<file path="config.mk">
export PLATFORM = sky130hd
export DESIGN_NAME = alien_wave_controller
export DESIGN_NICKNAME = d
export VERILOG_FILES = /design/src/rtl/alien_wave_controller.sv
export SDC_FILE = /design/constraint.sdc
export NUM_CORES = 1
export LEC_CHECK = 0
export BUFFER_PORTS_ARGS = -buffer_cell sky130_fd_sc_hd__buf_2
export CORE_MARGIN = 5
export CORE_UTILIZATION = 43
export DETAILED_ROUTE_END_ITERATION = 10
export SLEW_MARGIN = 20
export SYNTH_ARGS = -nofsm -noshare
export SYNTH_HDL_FRONTEND = slang
export SYNTH_SLANG_ARGS = --single-unit
export TNS_END_PERCENT = 1
</file>
<file path="constraint.sdc">
create_clock -name clk -period 1.7 [get_ports clk]
set_input_delay 0 -clock clk [delete_from_list [all_inputs] [get_ports clk]]
set_output_delay 0 -clock clk [all_outputs]
set_load 0.1 [all_outputs]
</file>
<file path="src/rtl/alien_wave_controller.sv">
// Alien wave sequencer: spawns aliens, tracks flight, scores dodges and lives.
// Ports:
//   clk, rst_n     : clock, async active-low reset
//   start          : begin/restart a game (IDLE/OVER only)
//   traj_ready     : alien on-screen with a valid position
//   traj_collision : alien hit the spaceship
//   spawn          : one-clock registered pulse restarting the trajectory
//   angle_state    : approach direction of the current alien
//   lives, score   : remaining lives and aliens dodged
//   game_over      : lives exhausted
//   busy           : game in progress (not IDLE/OVER)
module alien_wave_controller #(
  parameter int unsigned LIVES       = 3,
  parameter int unsigned SPAWN_GAP   = 8,
  parameter int unsigned FLY_TIMEOUT = 200,
  parameter logic [7:0]  LFSR_SEED   = 8'hA5
) (
  input  logic       clk,
  input  logic       rst_n,
  input  logic       start,
  input  logic       traj_ready,
  input  logic       traj_collision,
  output logic       spawn,
  output logic [3:0] angle_state,
  output logic [2:0] lives,
  output logic [7:0] score,
  output logic       game_over,
  output logic       busy
);

  typedef enum logic [2:0] {
    IDLE,
    SPAWN,
    ARM,
    FLY,
    HIT,
    GAP,
    OVER
  } state_t;

  localparam logic [2:0] LIVES_INIT = 3'(LIVES);
  localparam logic [9:0] FLY_LAST   = 10'(FLY_TIMEOUT - 1);
  localparam logic [7:0] GAP_LAST   = 8'(SPAWN_GAP - 1);

  state_t     state_q, state_d;
  logic [7:0] lfsr_q, lfsr_d;
  logic [3:0] angle_q, angle_d;
  logic [2:0] lives_q, lives_d;
  logic [7:0] score_q, score_d;
  logic       spawn_q, spawn_d;
  logic [9:0] fly_cnt_q, fly_cnt_d;
  logic [7:0] gap_cnt_q, gap_cnt_d;

  logic       timeout;
  logic [7:0] score_inc;

  assign timeout   = (fly_cnt_q == FLY_LAST);
  assign score_inc = (score_q == 8'hFF) ? score_q
                                        : score_q + 8'd1;

  always_comb begin
    state_d   = state_q;
    lfsr_d    = {lfsr_q[6:0],
                 lfsr_q[7] ^ lfsr_q[5] ^
                 lfsr_q[4] ^ lfsr_q[3]};
    angle_d   = angle_q;
    lives_d   = lives_q;
    score_d   = score_q;
    spawn_d   = 1'b0;
    fly_cnt_d = fly_cnt_q;
    gap_cnt_d = gap_cnt_q;
    unique case (state_q)
      IDLE, OVER: begin
        if (start) begin
          lives_d = LIVES_INIT;
          score_d = 8'd0;
          state_d = SPAWN;
        end
      end
      SPAWN: begin
        spawn_d   = 1'b1;
        angle_d   = lfsr_q[3:0];
        fly_cnt_d = 10'd0;
        state_d   = ARM;
      end
      ARM: begin
        // ready is low while the generator initialises,
        // so only collision or timeout leave ARM early
        fly_cnt_d = fly_cnt_q + 10'd1;
        if (traj_collision) begin
          state_d = HIT;
        end else if (timeout) begin
          gap_cnt_d = 8'd0;
          state_d   = GAP;
        end else if (traj_ready) begin
          state_d = FLY;
        end
      end
      FLY: begin
        fly_cnt_d = fly_cnt_q + 10'd1;
        if (traj_collision) begin
          state_d = HIT;
        end else if (!traj_ready || timeout) begin
          score_d   = score_inc;
          gap_cnt_d = 8'd0;
          state_d   = GAP;
        end
      end
      HIT: begin
        lives_d   = (lives_q == 3'd0) ? 3'd0
                                      : lives_q - 3'd1;
        gap_cnt_d = 8'd0;
        state_d   = (lives_q <= 3'd1) ? OVER : GAP;
      end
      GAP: begin
        // collision may still be held here; ignored
        gap_cnt_d = gap_cnt_q + 8'd1;
        if (gap_cnt_q == GAP_LAST) begin
          state_d = SPAWN;
        end
      end
      default: begin
        state_d = IDLE;
      end
    endcase
  end

  always_ff @(posedge clk or negedge rst_n) begin
    if (!rst_n) begin
      state_q   <= IDLE;
      lfsr_q    <= LFSR_SEED;
      angle_q   <= 4'd0;
      lives_q   <= 3'd0;
      score_q   <= 8'd0;
      spawn_q   <= 1'b0;
      fly_cnt_q <= 10'd0;
      gap_cnt_q <= 8'd0;
    end else begin
      state_q   <= state_d;
      lfsr_q    <= lfsr_d;
      angle_q   <= angle_d;
      lives_q   <= lives_d;
      score_q   <= score_d;
      spawn_q   <= spawn_d;
      fly_cnt_q <= fly_cnt_d;
      gap_cnt_q <= gap_cnt_d;
    end
  end

  assign spawn       = spawn_q;
  assign angle_state = angle_q;
  assign lives       = lives_q;
  assign score       = score_q;
  assign game_over   = (state_q == OVER);
  assign busy        = (state_q != IDLE) &&
                       (state_q != OVER);

endmodule

</file>
After elaboration in Yosys (flattened, before gate mapping)
Index checks and enable logic that the tools add are counted.
{ "word_totals": {"register_bits": 45, "inputBits": 5, "output_inout_bits": 18, "wordCells": 75} }
{ "classes": {"add_sub_neg": 4, "magnitude_cmp": 1, "n_eq_ne": 19, "n_mux": 24, "bitwise": 3, "n_reduce_logical": 16} }
{ "ops": {"columns": ["operator", "count"], "rows": [
  ["8-bit two-way mux", 8],
  ["8-bit case mux with 4 select lines", 1],
  ["3-bit two-way mux", 9],
  ["10-bit case mux with 2 select lines", 1],
  ["3-bit case mux with 6 select lines", 1],
  ["8-bit by 1-bit adder with 8-bit output, second input constant", 2],
  ["8-bit case mux with 2 select lines", 1],
  ["2-bit != test, second input constant", 7],
  ["10-bit by 1-bit adder with 10-bit output, second input constant", 1],
  ["10-bit by 8-bit == test with 1-bit output, second input constant", 1],
  ["5-bit AND reduction", 2],
  ["3-bit == test, second input constant", 3],
  ["8-bit by 3-bit == test with 1-bit output, second input constant", 1],
  ["8-bit == test, second input constant", 1],
  ["3-bit by 2-bit == test with 1-bit output, second input constant", 2],
  ["3-bit zero test", 2],
  ["3-bit != test, second input constant", 2],
  ["3-bit case mux with 2 select lines", 1],
  ["2-bit nonzero test", 3],
  ["4-bit != test, second input constant", 1],
  ["4-bit AND reduction", 1],
  ["4-bit nonzero test", 1],
  ["2-bit OR reduction", 2],
  ["3-bit by 1-bit == test with 1-bit output, second input constant", 1],
  ["other kinds (10)", 12]
]} }

Longest topological paths before layout
{ "logic_depth": {"ltp_word": 5, "depth_mapped": 7, "depth_no_buf": 6} }

Worst setup path before layout
OpenSTA, ideal clock, no wires.
{ "synth_timing": {"path_type": "reg-to-reg", "start": "reg score_q[0], in the netlist score[0]", "end": "reg score_q[5], in the netlist score[5]", "setup_time_ns": 0.119, "arrival_ns": 2.159, "required_ns": 1.581, "path_slack_ns": -0.577, "stages_incl_launch_ff": 7, "n_path_buf": 1, "synth_period_minus_slack_ns": 2.277, "cell_sequence": "dfrtp_1 > ha_1 > a41oi_1 > o32ai_2 > buf_4 > nor4_2 > o21a_1"} }
{ "synth_between": {"elab_chain_cells": 5, "elab_cells_between_ends": 8, "classes_between": "1 x add/sub; 2 x eq/ne; 4 x mux; 1 x reduce/logical"} }
{ "synth_rtl": {"columns": ["item", "line_no", "text"], "rows": [
  ["start, declared", "49", "logic [7:0] score_q, score_d;"],
  ["start signal, assigned", "143", "score_q <= score_d;"],
  ["8-bit by 1-bit adder with 8-bit output", "59", ": score_q + 8'd1;"],
  ["8-bit two-way mux", "58", "assign score_inc = (score_q == 8'hFF) ? score_q"],
  ["8-bit two-way mux", "103", "end else if (!traj_ready || timeout) begin"],
  ["8-bit two-way mux", "101", "if (traj_collision) begin"],
  ["8-bit case mux with 2 select lines", "72", "unique case (state_q)"]
]} }
Parallel ways exist; a longest one is shown, timed or not. The select of a mux whose other input is x is not followed.
A chain may end at the register's enable or synchronous reset.

Worst setup path after layout
{ "layout_timing": {"start": "reg fly_cnt_q[5]", "end": "reg score_q[3], in the netlist score[3]"} }
{ "layout_between": {"elab_chain_cells": 4} }
{ "layout_rtl": {"columns": ["item", "line_no", "text"], "rows": [
  ["start, declared", "51", "logic [9:0] fly_cnt_q, fly_cnt_d;"],
  ["start signal, assigned", "145", "fly_cnt_q <= fly_cnt_d;"],
  ["10-bit by 8-bit == test with 1-bit output", "57", "assign timeout = (fly_cnt_q == FLY_LAST);"],
  ["1-bit logical OR", "103", null],
  ["2-bit != test (no source line)", null, null],
  ["5-bit AND reduction (no source line)", null, null]
]} }
Every way passes these cells.

==> impl_metrics.tcl <==
set metrics [dict create \
    drt-vias-per-instance 5.17 \
    slowest_delay_ns 0.42 \
    synth_edf_count 0 \
    power_density_nw_per_um2 1380 \
    firstDrtPassIters 4 \
    wl_met2_mm 2.41 \
    globalRoute.totalOverflow 0 \
    peakVddDrop_uv 793 \
    synth_nets 234 \
    grt_pass1_wl_mm 8.46 \
    vias 1837 \
    fin_skew_ns 0.00684 \
    dpl.hpwl_mm 3.39 \
    yosys_warnings 0 \
    top_layer_used "met4" \
    area.growth.synth_to_final_pct 32.8 \
    dieArea_um2 6690 \
    crit_fanout 8 \
    drt_iter0_markers 78 \
    n_antenna_cell 0 \
    drv_cap 0 \
    synth_area_um2 2210 \
    critPathCaptureType "register" \
    rsz0062_at_grt "yes" \
    worst_slew_pin_slew_ns 0.618 \
    cp_slowest_cell "dfrtp_1" \
    cts_tree "built" \
    status "complete, but fails checks" \
    max_freq_mhz 563 \
    post_drt_wl_per_cell_um 13.4 \
    synthCells 224 \
    period_needed_ns 1.78 \
    finalPower_mw 4.06 \
    ys_ff_latch 45 \
    wl_met1_mm 2.17 \
    start_util_pct 43.9 \
    dr_wl_met3_um 151 \
    fillers 453 \
    violations "setup timing" \
    drtAntennaViolNets 0 \
    finalMaxSlewViolations 0 \
    rows 26 \
    async_reset_ff_share_pct 100 \
    ios 23 \
    die_w_um 81.8 \
    gp_congestion 0.778 \
    hold_class "in -> reg" \
    final.period_utilization_pct 105 \
    antenna_found_initial 0 \
    clock_path_buffers 2 \
    cts_root_buffer "clkbuf_8" \
    remaining_drc_errors 0 \
    hold_viol_final 0 \
    grt_start_max_net_pins 46 \
    nets 294 \
    ys_seq_area_share_pct 51.1 \
    place_area_um2 2720 \
    core_area_um2 5040 \
    power.leakage_nw 1.37 \
    io_buffer_count 22 \
    crit_family "simple AND/OR/NAND/NOR gates" \
    path_cells "nor4_4 -> and4b_1 -> o32ai_4 -> buf_6 -> or3_1 -> a21oi_2" \
    slew_headroom_pct 58.7 \
    finalWorstSetupSlack_ns -0.0775 \
    drive_above_1_share_pct 36.8 \
    start_kind "register" \
    worst-path-buf-inv 1 \
    die_h_um 81.8 \
    htree_levels 2 \
    dp_slack_ns -0.111 \
    wirelength_mm 4.76 \
    clk_latency_ns 0.29 \
    finalSetupViolCount 8 \
    ys.flop_type "dfrtp_1" \
    fin_area_um2 2940 \
    hold_slack_ns 0.0391 \
    synth.avg_cell_area_um2 9.89 \
    critPathKind "reg -> reg" \
    crit_required_ns 1.93 \
    utilization_pct 58.3 \
    cts_buffers 5 \
    cts.clk_slew.worst_paths_ns 0.08 \
    synth.distinct_cells 45 \
    grt.total_usage_pct 16.2 \
    arrival_ns 2.00 \
    clock-sinks 45 \
    grt_pass1_vias 1882 \
]
==> timing repair <==
action,in CTS,in global routing
pin swaps,16,10
setup endpoints to repair,9,17
buffers inserted,4,1
endpoints found under the hold margin,45,0
hold buffers,1,0
resized for setup,7,12
==> final timing paths <==
path / from / endpoint / slack [ns] / cells after the start
setup reg to reg: fly_cnt_q[5]$_DFFE_PN0P_ / score[3]$_DFFE_PN0P_ / -0.08 / 6
hold reg to reg: lfsr_q[6]$_DFF_PN0_ / lfsr_q[7]$_DFF_PN1_ / 0.37 / 0
setup / recovery: fly_cnt_q[5]$_DFFE_PN0P_ / score[3]$_DFFE_PN0P_ / -0.08 / 6
hold / removal: traj_ready / state_q[0]$_DFFE_PN0P_ / 0.04 / 3
max in group asynchronous: rst_n / lfsr_q[7]$_DFF_PN1_ / 1.23 / 3
min in group asynchronous: rst_n / angle_state[1]$_DFFE_PN0P_ / 0.21 / 3
==> worst register-to-register path: cells and delay by family, from the launching register on <==
kind | cells | cell delay, ns
and+or+nand+nor | 3 | 0.91
buffers and inverters | 1 | 0.15
DFF | 1 | 0.42
AOI/OAI and AO/OA | 2 | 0.24
==> state kept, by name (all words and copies together), names as in the netlist <==
register,cells
lives,3
angle_state,4
state_q,3
spawn,1
score,8
lfsr_q,8
fly_cnt_q,10
gap_cnt_q,8
==> kinds of logic (layout without fill, tap and decap cells) <==
kind of cell	count (synthesis)	count (layout)	share of synthesized area [%]
AOI/OAI and AO/OA	65	65	17.6
xor gates and xnor gates	5	5	1.98
DFF	45	45	51.1
adders and majority gates	5	5	2.82
and+or+nand+nor	88	88	21.9
muxes	5	5	2.54
buffers and inverters	11	72	2.15
==> cell type report <==
| type | count | area (µm²) | share of cell area (%) |
|---|---|---|---|
| multi-input cells | 168 | 1110 | 37.7 |
| clock buffers | 5 | 68.8 | 2.34 |
| well taps | 70 | 87.6 | 2.98 |
| repair buffers | 60 | 437 | 14.9 |
| flip-flops and latches | 45 | 1160 | 39.4 |
| inverters | 4 | 15.0 | 0.511 |
| clock inverters | 3 | 65.1 | 2.21 |
==> through the flow <==
step / std cells / TNS [ns]
after global routing: 355 / -1.74
after floorplan: 224 / -0.641
after global placement: 342 / -0.363
after detailed placement: 342 / -0.559
final: 355 / -0.413
after CTS: 354 / -0.478
==> layer usage <==
metal  vias to the layer above  global-route usage [%]
li1                        931                       -
met1                       887                    20.8
met2                        14                    27.9
met3                         5                    3.62
met4                         0                    3.32
met5                         -                       0
==> placed cells by master (no fill, tap or decap), types with 4 or more instances in the layout <==
| master | count |
|---|---|
| buf_4 | 33 |
| or3_1 | 5 |
| dfrtp_1 | 32 |
| inv_1 | 4 |
| dfstp_2 | 4 |
| buf_2 | 21 |
| nand2_1 | 20 |
| a21oi_1 | 12 |
| o21ai_0 | 25 |
| dfrtp_4 | 6 |
| nand3_1 | 8 |
| clkbuf_8 | 5 |
| mux2_2 | 5 |
| and3_1 | 8 |
| nor2_1 | 18 |
| a21oi_2 | 4 |
==> power breakdown <==
part | internal, mW | total [mW] | switching (mW)
logic | 0.659 | 1.83 | 1.17
clock network | 0.584 | 0.943 | 0.359
registers | 1.20 | 1.30 | 0.0976
==> cell usage after synthesis, types with 3 or more instances <==
library cell	number	area, µm²
dfrtp_1	41	1030
o21ai_0	29	145
nand2_1	21	78.8
nor2_1	18	67.6
a21oi_1	16	80.1
and3_1	8	50.1
nand3_1	8	40.0
or3_1	7	43.8
ha_1	5	62.6
mux2_2	5	56.3
clkbuf_1	4	15.0
dfstp_2	4	105
inv_1	4	15.0
nand2b_1	3	18.8
nor2b_1	3	18.8
o21a_1	3	22.5
o31a_1	3	26.3
o31ai_1	3	22.5
xor2_1	3	26.3
(Power assumes the default switching activity.)
